File: src/rtl/audio_arbiter_if.sv
// Bus between the sound sources and the audio arbiter: level requests and
// per-source frequencies in, one-hot grant and the selected frequency out.
interface audio_arbiter_if #(
   parameter int unsigned N_REQ  = 4,
   parameter int unsigned FREQ_W = 24
);
   localparam int unsigned ID_W = (N_REQ > 1) ? $clog2(N_REQ) : 1;

   logic [N_REQ-1:0]        i_req;
   logic [N_REQ*FREQ_W-1:0] i_freq;
   logic [N_REQ-1:0]        o_grant;
   logic [ID_W-1:0]         o_id;
   logic [FREQ_W-1:0]       o_freq;
   logic                    o_active;

   // Source side: drives requests and frequencies, observes the grant
   modport master (
      output i_req,
      output i_freq,
      input  o_grant,
      input  o_id,
      input  o_freq,
      input  o_active
   );

   // Arbiter side
   modport slave (
      input  i_req,
      input  i_freq,
      output o_grant,
      output o_id,
      output o_freq,
      output o_active
   );
endinterface

File: src/rtl/audio_arbiter.sv
// Audio arbiter: shares one note generator between N_REQ sound sources.
// Fixed priority (highest index wins) with a minimum hold, counted in beat
// ticks, before a higher-priority source may preempt the current owner.
// Optional build macro AUDIO_ARB_GAP_EN inserts a silent GAP state (until the
// next tick) on every switch between two different owners.
module audio_arbiter #(
   parameter int unsigned N_REQ    = 4,
   parameter int unsigned FREQ_W   = 24,
   parameter int unsigned MIN_HOLD = 2
) (
   input  logic            i_clk,
   input  logic            i_rst_n,
   input  logic            i_tick,
   input  logic            i_enable,
   audio_arbiter_if.slave  bus
);
   localparam int unsigned ID_W   = (N_REQ > 1) ? $clog2(N_REQ) : 1;
   localparam int unsigned HOLD_W = (MIN_HOLD > 0) ? $clog2(MIN_HOLD + 1) : 1;
   localparam logic [HOLD_W-1:0] HOLD_INIT = HOLD_W'(MIN_HOLD);

   typedef enum logic [1:0] {
      StIdle  = 2'd0,
      StGrant = 2'd1
`ifdef AUDIO_ARB_GAP_EN
      ,
      StGap   = 2'd2
`endif
   } state_e;

   state_e              r_state;
   logic [ID_W-1:0]     r_owner;
   logic [HOLD_W-1:0]   r_hold;
   logic [N_REQ-1:0]    r_grant;
   logic [ID_W-1:0]     r_id;
   logic [FREQ_W-1:0]   r_freq;
   logic                r_active;

   state_e              w_state_nxt;
   logic [ID_W-1:0]     w_owner_nxt;
   logic [HOLD_W-1:0]   w_hold_nxt;
   logic [FREQ_W-1:0]   w_freq_nxt;
   logic                w_active_nxt;
   logic [ID_W-1:0]     w_win;
   logic                w_any;
   logic [FREQ_W-1:0]   w_freq_win;
   logic [FREQ_W-1:0]   w_freq_own;

   // Highest requesting index and the frequencies of the winner and owner
   always_comb begin
      w_win      = '0;
      w_any      = 1'b0;
      w_freq_win = '0;
      w_freq_own = '0;
      for (int k = 0; k < N_REQ; k++) begin
         if (bus.i_req[k]) begin
            w_win = ID_W'(k);
            w_any = 1'b1;
         end
      end
      for (int k = 0; k < N_REQ; k++) begin
         if (ID_W'(k) == w_win)   w_freq_win = bus.i_freq[k*FREQ_W +: FREQ_W];
         if (ID_W'(k) == r_owner) w_freq_own = bus.i_freq[k*FREQ_W +: FREQ_W];
      end
   end

   // Next-state: grant, release, switch and hold-countdown decisions
   always_comb begin
      w_state_nxt  = r_state;
      w_owner_nxt  = r_owner;
      w_hold_nxt   = r_hold;
      w_freq_nxt   = '0;
      w_active_nxt = 1'b0;

      unique case (r_state)
         StIdle: begin
            if (i_enable && w_any) begin
               w_state_nxt  = StGrant;
               w_owner_nxt  = w_win;
               w_hold_nxt   = HOLD_INIT;
               w_freq_nxt   = w_freq_win;
               w_active_nxt = 1'b1;
            end
         end

         StGrant: begin
            if (!i_enable || (!bus.i_req[r_owner] && !w_any)) begin
               // Disable overrides the hold; a lone release goes quiet
               w_state_nxt = StIdle;
               w_owner_nxt = '0;
               w_hold_nxt  = '0;
            end else if (!bus.i_req[r_owner] || ((w_win > r_owner) && (r_hold == '0))) begin
`ifdef AUDIO_ARB_GAP_EN
               w_state_nxt = StGap;
               w_owner_nxt = '0;
               w_hold_nxt  = '0;
`else
               // Reload takes precedence over a same-cycle tick decrement
               w_owner_nxt  = w_win;
               w_hold_nxt   = HOLD_INIT;
               w_freq_nxt   = w_freq_win;
               w_active_nxt = 1'b1;
`endif
            end else begin
               // Keep owner; a zero frequency is a rest, not a release
               w_freq_nxt   = w_freq_own;
               w_active_nxt = 1'b1;
               if (i_tick && (r_hold != '0)) w_hold_nxt = r_hold - HOLD_W'(1);
            end
         end

`ifdef AUDIO_ARB_GAP_EN
         StGap: begin
            if (!i_enable) begin
               w_state_nxt = StIdle;
            end else if (i_tick) begin
               if (w_any) begin
                  w_state_nxt  = StGrant;
                  w_owner_nxt  = w_win;
                  w_hold_nxt   = HOLD_INIT;
                  w_freq_nxt   = w_freq_win;
                  w_active_nxt = 1'b1;
               end else begin
                  w_state_nxt = StIdle;
               end
            end
         end
`endif

         default: begin
            w_state_nxt = StIdle;
            w_owner_nxt = '0;
            w_hold_nxt  = '0;
         end
      endcase
   end

   // State and registered outputs; async reset clears everything
   always_ff @(posedge i_clk or negedge i_rst_n) begin
      if (!i_rst_n) begin
         r_state  <= StIdle;
         r_owner  <= '0;
         r_hold   <= '0;
         r_grant  <= '0;
         r_id     <= '0;
         r_freq   <= '0;
         r_active <= 1'b0;
      end else begin
         r_state  <= w_state_nxt;
         r_owner  <= w_owner_nxt;
         r_hold   <= w_hold_nxt;
         r_grant  <= w_active_nxt ? (N_REQ'(1) << w_owner_nxt) : '0;
         r_id     <= w_active_nxt ? w_owner_nxt : '0;
         r_freq   <= w_freq_nxt;
         r_active <= w_active_nxt;
      end
   end

   assign bus.o_grant  = r_grant;
   assign bus.o_id     = r_id;
   assign bus.o_freq   = r_freq;
   assign bus.o_active = r_active;

endmodule

File: src/flat_wrapper.sv
// flat-port wrapper written by rule: the top's interface ports become plain ports
module audio_arbiter_flat 
#(
   parameter int unsigned N_REQ    = 4,
   parameter int unsigned FREQ_W   = 24,
   parameter int unsigned MIN_HOLD = 2
)
  (i_clk, i_rst_n, i_tick, i_enable, bus_i_req, bus_i_freq, bus_o_grant, bus_o_id, bus_o_freq, bus_o_active);
  audio_arbiter_if #(.N_REQ(N_REQ), .FREQ_W(FREQ_W)) bus_i ();
  input  logic i_clk;
  input  logic i_rst_n;
  input  logic i_tick;
  input  logic i_enable;
  input wire logic [$bits(bus_i.i_req)-1:0] bus_i_req;
  input wire logic [$bits(bus_i.i_freq)-1:0] bus_i_freq;
  output wire logic [$bits(bus_i.o_grant)-1:0] bus_o_grant;
  output wire logic [$bits(bus_i.o_id)-1:0] bus_o_id;
  output wire logic [$bits(bus_i.o_freq)-1:0] bus_o_freq;
  output wire logic [$bits(bus_i.o_active)-1:0] bus_o_active;
  assign bus_i.i_req = bus_i_req;
  assign bus_i.i_freq = bus_i_freq;
  assign bus_o_grant = bus_i.o_grant;
  assign bus_o_id = bus_i.o_id;
  assign bus_o_freq = bus_i.o_freq;
  assign bus_o_active = bus_i.o_active;
  audio_arbiter #(.N_REQ(N_REQ), .FREQ_W(FREQ_W), .MIN_HOLD(MIN_HOLD)) u_core (.i_clk(i_clk), .i_rst_n(i_rst_n), .i_tick(i_tick), .i_enable(i_enable), .bus(bus_i));
endmodule
File: config.mk
export PLATFORM = sky130hd
export DESIGN_NAME = audio_arbiter_flat
export DESIGN_NICKNAME = d
export VERILOG_FILES = /design/src/rtl/audio_arbiter_if.sv /design/src/rtl/audio_arbiter.sv /design/src/flat_wrapper.sv
export SDC_FILE = /design/constraint.sdc
export NUM_CORES = 1
export LEC_CHECK = 0
export ABC_AREA = 1
export ABC_CLOCK_PERIOD_IN_PS = 4000
export CORE_MARGIN = 4
export CORE_UTILIZATION = 45
export DETAILED_ROUTE_END_ITERATION = 7
export GPL_TIMING_DRIVEN = 0
export PLACE_DENSITY = 0.95
export SETUP_SLACK_MARGIN = 0.5
export SLEW_MARGIN = 5
export SYNTH_ARGS = -nofsm -noshare
export SYNTH_HDL_FRONTEND = slang
export SYNTH_SLANG_ARGS = --single-unit
File: constraint.sdc
create_clock -name i_clk -period 4 [get_ports i_clk]
set_input_delay 0.8 -clock i_clk [delete_from_list [all_inputs] [get_ports i_clk]]
set_output_delay 0.8 -clock i_clk [all_outputs]
set_load 0.01 [all_outputs]
==> out/qor.txt, run 1 <==
STATUS
------------------------------------------------------------------------------------------
Status                                                                        finished clean

PLACE
------------------------------------------------------------------------------------------
Post-detail-place hpwl                                                             8650 um
Weighted congestion at the end of routability-driven global placement                0.917
Number of port buffers                                                                 134
Total cell area at the placement stage                                          4250 sq um

WORST SETUP PATH
------------------------------------------------------------------------------------------
CP Cell Sequence                                                              clkdlybuf4s50_1 -> nor2_2 -> inv_2 -> ha_1 -> inv_1 -> nor2_1 -> nor2_1 -> nand2_1 -> nand2_1 -> nand2_2 -> nand2_4 -> inv_2 -> buf_2 -> nand4_1 -> nand3_1 -> nand2_1
Crit-path max FO                                                                        10
Worst Path Class, Setup                                                             in2reg
Crit path DAT                                                                      3.15 ns
Endpoint of the most critical register-to-register path                       u_core.bus.o_freq[14]
Count of buffer and inverter cells on the critical path                                  5
Most common cell on crit path                                                      nand2_1
FF-to-FF path depth                                                                     14
Worst-case register-to-register setup slack                                        1.89 ns
Critical Path RT                                                                   4.17 ns
Nature of the critical path startpoint                                        primary input
Kind of cell with the highest combined delay on the critical path             simple AND/OR/NAND/NOR gates
Worst reg2reg path startpoint                                                 u_core.r_owner[1]
Crit. End Element                                                                 register
Slowest cell delay on critical path                                                0.54 ns
Highest-delay cell along the critical path                                    clkdlybuf4s50_1

PWR
------------------------------------------------------------------------------------------
Leakage component of the power                                                     1.88 nW
Tot Pwr                                                                          0.00169 W
P per Cell Area                                                                388 nW/um^2
Peak ir drop on the vdd network                                                 0.000266 V

DETAILED ROUTING
------------------------------------------------------------------------------------------
Count of antenna-violating nets left after detailed routing                              0
Mean routed wirelength per cell                                                    17.7 um
Overall via count from detail_route                                                   3929
Routed via count divided by cell count                                                6.03
Total Wirelength                                                                  11500 um
Count of routing violations after the opening detailed-route iteration                 433
Residual DRC count                                                                       0
First drt pass iteration count                                                           5

FLOORPLANNING
------------------------------------------------------------------------------------------
Core Rows                                                                               28
Full die area                                                                   7600 sq um
Overall die height                                                                 87.2 um
# IOs                                                                                  135
Starting density of the core                                                         47.1%
Std-Cell Core Area                                                              5990 sq um
Width of the die                                                                   87.2 um

TIMING
------------------------------------------------------------------------------------------
Pin slew with the least headroom to its limit                                     0.842 ns
Number of failing setup endpoints in the final timing report                             0
Setup TNS                                                                             0 ns
Number of hold violations in the final report                                            0
Headroom to the max-slew limit                                                       43.9%
Min Clock Period, post-route                                                       2.98 ns
Tcrit/Tclk final                                                                     74.5%
Setup repair after global routing missed its margin                                     no
Total count of max-transition violations in the final report                             0
Fmax                                                                             0.336 GHz
Post-route worst hold slack                                                       0.484 ns
Clock Skew                                                                      0.00813 ns

CELLS AND AREA
------------------------------------------------------------------------------------------
Area added between synthesis and finish                                              54.0%
Post-route standard cell area excluding fillers                                 4340 sq um
Layout cell share with drive strength beyond 1                                       8.49%
Antenna cell count                                                                       0
Multi-input logic area                                                          1660 sq um
Filler cell count                                                                      475
Area occupied by registers                                                       901 sq um
Nets@finish                                                                            682

HOLD PATH
------------------------------------------------------------------------------------------
Cell count of the worst hold path                                                        2
Launch instance of the worst min-delay path                                   u_core.r_hold[1]
Worst hold-check path type                                                         reg2reg
Worst hold path endpoint                                                      u_core.r_hold[1]

YOSYS
------------------------------------------------------------------------------------------
Library cells used by synthesis                                                         30
Share of synthesized cell area in full adder, half adder and majority cells         0.887%
Biggest area consumer among synthesized cells                                      dfrtp_1
Post-synth EDFFs                                                                         0
Mux cell area share after synthesis                                                     0%
Mapped Area                                                                     2820 sq um
Proportion of synthesized chip area in sequential cells                              31.9%
Synth Flop Type                                                                    dfrtp_1
Largest family of logic cells by synthesized area                             simple AND/OR/NAND/NOR gates
Dominant cells by area after synthesis                                        dfrtp_1, nand2_1, o21ai_0, nand3_1, nor2_1
Post-synthesis share of cell area spent on xor and xnor gates                           0%
Commonest cells in the netlist                                                nand2_1, o21ai_0, nor2_1, nand3_1, dfrtp_1
Async SR Flop Fraction                                                                100%
Syn_nets                                                                               541
Synthesized-area fraction occupied by and/or/nand/nor cells                          31.6%
Most repeated cell in the gate-level netlist after synthesis                       nand2_1
Share of Yosys cell area claimed by the top area cell type                           31.9%
Compound-gate portion of the synthesized area                                        26.4%
Count of yosys warnings during synthesis                                                 0
Average instance area after synthesis                                           6.48 sq um
Flop and latch count out of synthesis                                                   36
Cells after synthesis                                                                  435

CTS
------------------------------------------------------------------------------------------
CTS tree                                                                              done
CTS max path bufs                                                                        2
Setup repair bufs after CTS                                                              0
Clock transition at the registers of the reported paths                            0.08 ns
Cell at the root of the clock tree                                                clkbuf_8
Number of clock sinks                                                                   36
Cts bufs inserted                                                                        5
Clock insertion delay at the later pin of the skew report                          0.29 ns
Number of H-tree branching levels                                                        2
Resized cells post-CTS                                                                   0
Number of hold-repair buffers added at the cts stage                                     0

GRT
------------------------------------------------------------------------------------------
Wire length of the first global-routing pass                                      18100 um
Total global-route track usage                                                       30.1%
Residual overflow from global routing                                                    0
Maximum number of pins on one net before global-route repair                            37
Number of antenna violations at the first check in global routing                        0
Number of global-route vias before repair                                             3827

FLOW RUN
------------------------------------------------------------------------------------------
Max Cap Viol                                                                             0

[through the flow]
step,cells,setup WS [ns],utilization [%]
4_1_cts,652,1.05,72.5
5_1_grt,652,0.797,72.5
3_3_place_gp,644,0.790,71.0
6_report,652,1.02,72.5
3_5_place_dp,644,0.765,70.9
2_1_floorplan,435,1.67,-
[power breakdown]
group	switching, W	total (W)	internal [W]
Combinational	0.000552	0.000951	0.000398
Clock	0.000140	0.000278	0.000138
Sequential	0.0000282	0.000457	0.000428
Total	0.000721	0.00169	0.000965
[flip-flops by register name, summed over array words and instances, names as in the netlist]
signal and flops:
u_core.bus.o_grant 4, u_core.bus.o_id 2, u_core.r_hold 2, u_core.bus.o_freq 24, u_core.r_owner 2, u_core.bus.o_active 1
u_core.r_state 1
[layout by cell type (no fill, tap or decap), types with 2 or more instances in the layout]
cell type	count
inv_2	11
nand3_1	39
nand3_2	2
nor2_1	50
ha_1	2
clkdlybuf4s50_1	133
nor2_2	2
clkinv_2	2
a221oi_1	2
buf_2	12
dfrtp_1	36
or2_1	5
o211ai_1	2
o221ai_1	6
nand2_4	3
o21ai_0	56
nand4_1	4
o22ai_1	28
o21ai_1	16
nand2_1	87
clkbuf_1	8
clkbuf_8	6
nand2_2	5
inv_1	28
nor3_1	2
a21oi_1	23
[how the worst max path moves through the flow]
| stage | end | cells after the start | slack [ns] | from |
|---|---|---|---|---|
| floorplan | u_core.bus.o_freq[23] | 15 | 1.67 | bus_i_req[3] |
| global placement | u_core.bus.o_freq[6] | 16 | 0.79 | bus_i_req[3] |
| detailed placement | u_core.bus.o_freq[14] | 16 | 0.77 | bus_i_req[3] |
| CTS | u_core.bus.o_freq[14] | 16 | 1.05 | bus_i_req[3] |
| global route | u_core.bus.o_freq[17] | 16 | 0.80 | bus_i_req[2] |
| finish | u_core.bus.o_freq[14] | 16 | 1.02 | bus_i_req[2] |
[logic make-up (layout without fill, tap and decap cells)]
family                   Yosys count  count (layout)
AO/OA/AOI/OAI                    134             134
adder cells (fa/ha/maj)            2               2
AND/OR/NAND/NOR                  201             201
flip-flops                        36              36
buffers and inverters             62             204
[layer usage]
| metal | vias up | GRT usage (%) | part of all wire [%] |
|---|---|---|---|
| met5 | - | 0 | 0 |
| met4 | 0 | 11.4 | 3.3 |
| met3 | 50 | 5.49 | 12 |
| met2 | 324 | 52.4 | 49 |
| met1 | 1780 | 36.7 | 35 |
| li1 | 1775 | - | - |
[final cells by class]
class / count / share of cell area [%]
Clock buffer: 6 / 1.90
Timing Repair Buffer: 134 / 30.8
Multi-Input combinational cell: 337 / 38.2
Inverter: 40 / 3.46
Clock inverter: 2 / 0.230
Tap cell: 75 / 2.16
Sequential cell: 36 / 20.7
Buffer: 22 / 2.51
[worst register-to-register path: stages (launching register included)]
cell and delay, ns:
dfrtp_1 0.39, inv_1 0.17, ha_1 0.35, inv_1 0.04
nor2_1 0.11, nor2_1 0.05, nand2_1 0.06, nand2_1 0.06
nand2_2 0.09, nand2_4 0.10, inv_2 0.07, buf_2 0.24
nand4_1 0.12, nand3_1 0.11, nand2_1 0.07
Note: power is estimated with default switching activity, not from simulation.
==> inputs of run 2 (changes only) <==
--- a/config.mk
+++ b/config.mk
@@ -6,12 +6,12 @@
 export NUM_CORES = 1
 export LEC_CHECK = 0
 export ABC_AREA = 1
-export ABC_CLOCK_PERIOD_IN_PS = 4000
+export ABC_CLOCK_PERIOD_IN_PS = 2600
 export CORE_MARGIN = 4
-export CORE_UTILIZATION = 45
+export CORE_UTILIZATION = 38
 export DETAILED_ROUTE_END_ITERATION = 7
 export GPL_TIMING_DRIVEN = 0
-export PLACE_DENSITY = 0.95
+export PLACE_DENSITY = 0.87
 export SETUP_SLACK_MARGIN = 0.5
 export SLEW_MARGIN = 5
 export SYNTH_ARGS = -nofsm -noshare
==> constraint.sdc (replaced) <==
create_clock -name i_clk -period 2.6 [get_ports i_clk]
set_input_delay 0.52 -clock i_clk [delete_from_list [all_inputs] [get_ports i_clk]]
set_output_delay 0.52 -clock i_clk [all_outputs]
set_load 0.01 [all_outputs]
==> out/qor.txt, run 2 (synthesis results as in run 1) <==
STATUS
-------------------------------------------------------------------------------------
Status                                                                   finished clean

DETAILED ROUTING
-------------------------------------------------------------------------------------
Total Wirelength                                                             11900 um
Count of antenna-violating nets left after detailed routing                         0
First drt pass iteration count                                                      6
Overall via count from detail_route                                              3956
Count of routing violations after the opening detailed-route iteration            411
Mean routed wirelength per cell                                               17.5 um
Routed via count divided by cell count                                           5.83
Residual DRC count                                                                  0

TIMING
-------------------------------------------------------------------------------------
Fmax                                                                        0.498 GHz
Setup TNS                                                                        0 ns
Tcrit/Tclk final                                                                77.2%
Setup repair after global routing missed its margin                                no
Headroom to the max-slew limit                                                  43.1%
Number of hold violations in the final report                                       0
Clock Skew                                                                 0.00657 ns
Number of failing setup endpoints in the final timing report                        0
Min Clock Period, post-route                                                  2.01 ns
Total count of max-transition violations in the final report                        0
Pin slew with the least headroom to its limit                                0.853 ns

CELLS AND AREA
-------------------------------------------------------------------------------------
Finished Layout Cells                                                             679
Area added between synthesis and finish                                         57.9%
Largest register FFs                                                               24
Layout cell share with drive strength beyond 1                                  10.2%
Nets@finish                                                                       685
Most common library cell in the layout ignoring fill and taps            clkdlybuf4s50_1
Antenna cell count                                                                  0
Commonest cells after routing, fill and taps aside                       clkdlybuf4s50_1, nand2_1, nor2_1, o21ai_0, nand3_1

FLOORPLANNING
-------------------------------------------------------------------------------------
Full die area                                                              8860 sq um
# IOs                                                                             135
Core Rows                                                                          31
Std-Cell Core Area                                                         7210 sq um
Starting density of the core                                                    39.1%
Overall die height                                                            94.2 um
Width of the die                                                              94.2 um

CTS
-------------------------------------------------------------------------------------
Clock insertion delay at the later pin of the skew report                     0.29 ns
CTS max path bufs                                                                   2
CTS tree                                                                         done
Cts bufs inserted                                                                   5
Cell at the root of the clock tree                                           clkbuf_8
Number of H-tree branching levels                                                   2
Clock transition at the registers of the reported paths                       0.08 ns
Number of clock sinks                                                              36

WORST SETUP PATH
-------------------------------------------------------------------------------------
Critical Path RT                                                              2.75 ns
Crit. End Element                                                            register
Worst Path Class, Setup                                                        in2reg
FF-to-FF path depth                                                                 9
Nature of the critical path startpoint                                   primary input
Crit-path max FO                                                                    6
Crit path DAT                                                                 2.16 ns

PWR
-------------------------------------------------------------------------------------
P per Cell Area                                                           625 nW/um^2
Peak ir drop on the vdd network                                            0.000324 V
Internal power                                                              0.00165 W
Tot Pwr                                                                     0.00278 W
Clock group share of total power                                                19.9%
Net Sw Frac                                                                     40.7%
Sequential group share of total power                                           25.3%
Part of the power in combinational logic                                        54.8%
Leakage component of the power                                                1.93 nW
Switching component of the power                                            0.00113 W

FLOW RUN
-------------------------------------------------------------------------------------
Max Cap Viol                                                                        0

GRT
-------------------------------------------------------------------------------------
Wire length of the first global-routing pass                                 19000 um
Maximum number of pins on one net before global-route repair                       37
Total global-route track usage                                                  27.0%
Number of global-route vias before repair                                        4089
Residual overflow from global routing                                               0
Number of antenna violations at the first check in global routing                   0

PLACE
-------------------------------------------------------------------------------------
Number of port buffers                                                            134
Weighted congestion at the end of routability-driven global placement           0.943
Number of cells after detailed placement                                          668
Post-detail-place hpwl                                                        8770 um

HOLD PATH
-------------------------------------------------------------------------------------
Worst hold-check path type                                                   in2async

[run 2: cell types whose count changed in the layout (fill, tap and decap cells not counted), moves of 3 or more]
cell             previous run  this run
o21ai_0                    56        49
buf_4                       1         6
clkdlybuf4s50_1           133       130
o21ai_1                    16        23
[run 2: power by group through the flow]
stage / logic (W) / clock network [W] / registers, W
after global routing: 0.00165 / 0.000579 / 0.000713
after floorplan: 0.000769 / 0 / 0.000749
final: 0.00152 / 0.000553 / 0.000703
after detailed placement: 0.00143 / 0 / 0.000710
after global placement: 0.00138 / 0 / 0.000711
after CTS: 0.00146 / 0.000560 / 0.000701
[run 2: cell type report]
| type | count | area [sq um] |
|---|---|---|
| Buffer | 22 | 133 |
| Clock buffer | 7 | 96.3 |
| Clock inverter | 1 | 30.0 |
| Fill cell | 652 | 2760 |
| Inverter | 40 | 150 |
| Multi-Input combinational cell | 337 | 1670 |
| Sequential cell | 36 | 901 |
| Tap cell | 99 | 124 |
| Timing Repair Buffer | 137 | 1350 |
[run 2: metal layers]
layer  track usage, %  wire length, um
met1             33.2             4330
met2             45.4             5640
met3             5.13             1540
met4             12.6              397
met5                0                0
[run 2: critical path, cell delays in order]
cell and delay [ns]:
buf_2 0.16, nor2_4 0.14, inv_2 0.05, ha_1 0.28
inv_1 0.06, nor2_2 0.10, nor2_1 0.05, nand2_1 0.06
nand2_1 0.06, nand2_2 0.09, nand2_4 0.10, o21ai_1 0.34
o21ai_0 0.15
[run 2: repair_timing]
action,4_1_cts,5_1_grt
resized for setup,21,10
endpoints found under the setup margin,34,32
gates cloned,0,0
hold buffers,0,0
buffers inserted,3,0
pin swaps,2,0
[run 2: path summary, 6_finish.rpt]
kind | startpoint | slack, ns | to
setup / recovery | bus_i_req[2] | 0.59 | u_core.bus.o_freq[3]
hold / removal | i_rst_n | 0.33 | u_core.bus.o_freq[11]
setup reg to reg | u_core.r_owner[1] | 0.62 | u_core.bus.o_freq[9]
hold reg to reg | u_core.r_hold[1] | 0.49 | u_core.r_hold[1]
max in group asynchronous | i_rst_n | 1.73 | u_core.r_owner[0]
min in group i_clk | u_core.r_hold[1] | 0.49 | u_core.r_hold[1]
[run 2: stage by stage]
step                instance area [sq um]  setup slack (ns)  hold slack [ns]  util [%]
CTS                                  4450             0.517            0.361      61.7
finish                               4450             0.592            0.333      61.7
detailed placement                   4280            -0.363            0.474      59.3
global route                         4450             0.490            0.407      61.7
global placement                     4290            -0.352            0.461      59.4
floorplan                            2820             0.547            0.224         -
==> inputs of run 3 (changes only) <==
--- a/config.mk
+++ b/config.mk
@@ -6,12 +6,12 @@
 export NUM_CORES = 1
 export LEC_CHECK = 0
 export ABC_AREA = 1
-export ABC_CLOCK_PERIOD_IN_PS = 2600
+export ABC_CLOCK_PERIOD_IN_PS = 2000
 export CORE_MARGIN = 4
-export CORE_UTILIZATION = 38
+export CORE_UTILIZATION = 42
 export DETAILED_ROUTE_END_ITERATION = 7
 export GPL_TIMING_DRIVEN = 0
-export PLACE_DENSITY = 0.87
+export PLACE_DENSITY = 0.9
 export SETUP_SLACK_MARGIN = 0.5
 export SLEW_MARGIN = 5
 export SYNTH_ARGS = -nofsm -noshare
==> constraint.sdc (replaced) <==
create_clock -name i_clk -period 2 [get_ports i_clk]
set_input_delay 0.4 -clock i_clk [delete_from_list [all_inputs] [get_ports i_clk]]
set_output_delay 0.4 -clock i_clk [all_outputs]
set_load 0.01 [all_outputs]
==> out/qor.txt, run 3 (synthesis results as in run 1) <==
PWR
-------------------------------------------------------------------------------------
Net Sw Frac                                                                     44.5%
Leakage component of the power                                                2.15 nW
P per Cell Area                                                           836 nW/um^2
Part of the power in combinational logic                                        62.6%
Peak ir drop on the vdd network                                            0.000475 V
Switching component of the power                                            0.00176 W
Internal power                                                              0.00220 W
Sequential group share of total power                                           23.1%
Clock group share of total power                                                14.3%

WORST SETUP PATH
-------------------------------------------------------------------------------------
Nature of the critical path startpoint                                       register
Crit path DAT                                                                 2.03 ns
Crit-path max FO                                                                    8
Crit. End Element                                                            register
Worst Path Class, Setup                                                       reg2reg
Critical Path RT                                                              2.18 ns

GRT
-------------------------------------------------------------------------------------
Wire length of the first global-routing pass                                 20100 um
GRT met2 Usage                                                                  49.6%
Maximum number of pins on one net before global-route repair                       37
Most congested layer reported by global routing                                  met2
Met3 Usage GRT                                                                  9.02%
Number of antenna violations at the first check in global routing                   0
Number of global-route vias before repair                                        4295
Total global-route track usage                                                  30.5%
Global Route met1 Usage                                                         34.6%
Residual overflow from global routing                                               0

CTS
-------------------------------------------------------------------------------------
Number of clock sinks                                                              36
Number of hold-repair buffers added at the cts stage                                0
Cts bufs inserted                                                                   5
Cell at the root of the clock tree                                           clkbuf_8
Clock insertion delay at the later pin of the skew report                     0.30 ns
Clock transition at the registers of the reported paths                       0.08 ns
CTS tree                                                                         done
Number of H-tree branching levels                                                   2
CTS max path bufs                                                                   2

FLOORPLANNING
-------------------------------------------------------------------------------------
Overall die height                                                            89.9 um
Core Rows                                                                          29
# IOs                                                                             135
Full die area                                                              8090 sq um
Std-Cell Core Area                                                         6420 sq um
Starting density of the core                                                    43.9%
Width of the die                                                              89.9 um

STATUS
-------------------------------------------------------------------------------------
Status                                                                   finished clean

PLACE
-------------------------------------------------------------------------------------
Post-detail-place hpwl                                                        8710 um
Weighted congestion at the end of routability-driven global placement           0.942
Setup slack after placement                                                 -0.695 ns
Number of port buffers                                                            134

DETAILED ROUTING
-------------------------------------------------------------------------------------
Residual DRC count                                                                  0
Total Wirelength                                                             13000 um
Routed via count divided by cell count                                           6.34
Count of routing violations after the opening detailed-route iteration            574
Overall via count from detail_route                                              4220
First drt pass iteration count                                                      8
Count of antenna-violating nets left after detailed routing                         0
Mean routed wirelength per cell                                               19.5 um

CELLS AND AREA
-------------------------------------------------------------------------------------
Final core area utilization                                                     73.7%
Antenna cell count                                                                  0
Commonest cells after routing, fill and taps aside                       clkdlybuf4s50_1, nand2_1, nor2_1, o21ai_0, dfrtp_1
Area added between synthesis and finish                                         67.9%
Most common library cell in the layout ignoring fill and taps            clkdlybuf4s50_1
Nets@finish                                                                       694
Layout cell share with drive strength beyond 1                                  20.0%
Filler cell count                                                                 504
Largest register FFs                                                               24

TIMING
-------------------------------------------------------------------------------------
Headroom to the max-slew limit                                                  42.0%
Number of hold violations in the final report                                       0
Setup repair after global routing missed its margin                               yes
Fmax                                                                        0.540 GHz
Min Clock Period, post-route                                                  1.85 ns
Tcrit/Tclk final                                                                92.7%
Post-route worst hold slack                                                  0.212 ns
Clock Skew                                                                 0.00822 ns
Pin slew with the least headroom to its limit                                0.870 ns
Worst-case setup margin in the final layout                                  0.147 ns
Total count of max-transition violations in the final report                        0
Number of failing setup endpoints in the final timing report                        0

FLOW RUN
-------------------------------------------------------------------------------------
Max Cap Viol                                                                        0

HOLD PATH
-------------------------------------------------------------------------------------
Worst hold-check path type                                                   in2async

[run 3: cell types whose count changed in the layout (fill, tap and decap cells not counted), moves of 5 or more]
cell,delta
clkdlybuf4s50_1,-31
nand3_1,-22
nand2_1,-7
nand2_2,+5
nand3_2,+18
dlygate4sd2_1,+31
buf_4,+6
o21ai_0,-8
[run 3: routing by layer]
layer / routed length [um] / vias up / part of all wire, %
met2: 5830 / 428 / 45
met5: 0 / - / 0
met3: 1840 / 102 / 14
met1: 4550 / 1886 / 35
li1: - / 1804 / -
met4: 766 / 0 / 5.9
[run 3: worst max-delay path, stage by stage (launching register included)]
cell	delay, ns
dfrtp_2	0.46
inv_4	0.09
ha_4	0.20
inv_2	0.05
nor2_2	0.03
nor2_1	0.08
nand2_1	0.06
nand2_1	0.08
nand2_2	0.07
nand2_4	0.14
buf_8	0.16
buf_4	0.11
nand2_1	0.04
nand3_1	0.08
o21ai_1	0.08
[run 3: final timing paths]
check | slack, ns | end | start | cells after the start
max | 0.15 | u_core.bus.o_freq[6] | u_core.r_owner[1] | 14
min | 0.21 | u_core.bus.o_freq[18] | i_rst_n | 1
max reg2reg | 0.15 | u_core.bus.o_freq[6] | u_core.r_owner[1] | 14
min reg2reg | 0.48 | u_core.r_hold[1] | u_core.r_hold[1] | 2
max in group asynchronous | 1.19 | u_core.r_owner[0] | i_rst_n | 1
min in group i_clk | 0.48 | u_core.r_hold[1] | u_core.r_hold[1] | 2
[run 3: final cells by class]
cell class	instances	area [sq um]	area share, %
multi-input combinational	337	1900	40.2
inverter	40	161	3.41
clock inverter	2	10.0	0.211
tap	77	96.3	2.03
clock buffer	6	82.6	1.74
buffer	22	163	3.44
timing repair buffer	146	1420	29.9
sequential	36	903	19.1
[run 3: power by group through the flow]
| stage | combinational, W | sequential [W] | clock [W] |
|---|---|---|---|
| 2_1_floorplan | 0.00108 | 0.000975 | 0 |
| 3_3_place_gp | 0.00189 | 0.000924 | 0 |
| 3_5_place_dp | 0.00195 | 0.000921 | 0 |
| 4_1_cts | 0.00223 | 0.000910 | 0.000570 |
| 5_1_grt | 0.00261 | 0.000926 | 0.000596 |
| 6_report | 0.00248 | 0.000915 | 0.000566 |
[run 3: repair_timing]
item | in CTS | in global routing
pin swaps | 9 | 2
buffers inserted | 10 | 0
cloned | 2 | 0
setup endpoints to repair | 66 | 34
resized for setup | 98 | 32
[run 3: metrics by stage]
step | instances | setup TNS [ns] | instance area (sq um) | power [W]
floorplan | 435 | 0 | 2890 | 0.00205
global placement | 646 | -33.63 | 4330 | 0.00281
detailed placement | 646 | -21.92 | 4320 | 0.00287
CTS | 666 | 0 | 4620 | 0.00371
global route | 666 | 0 | 4730 | 0.00414
finish | 666 | 0 | 4730 | 0.00396
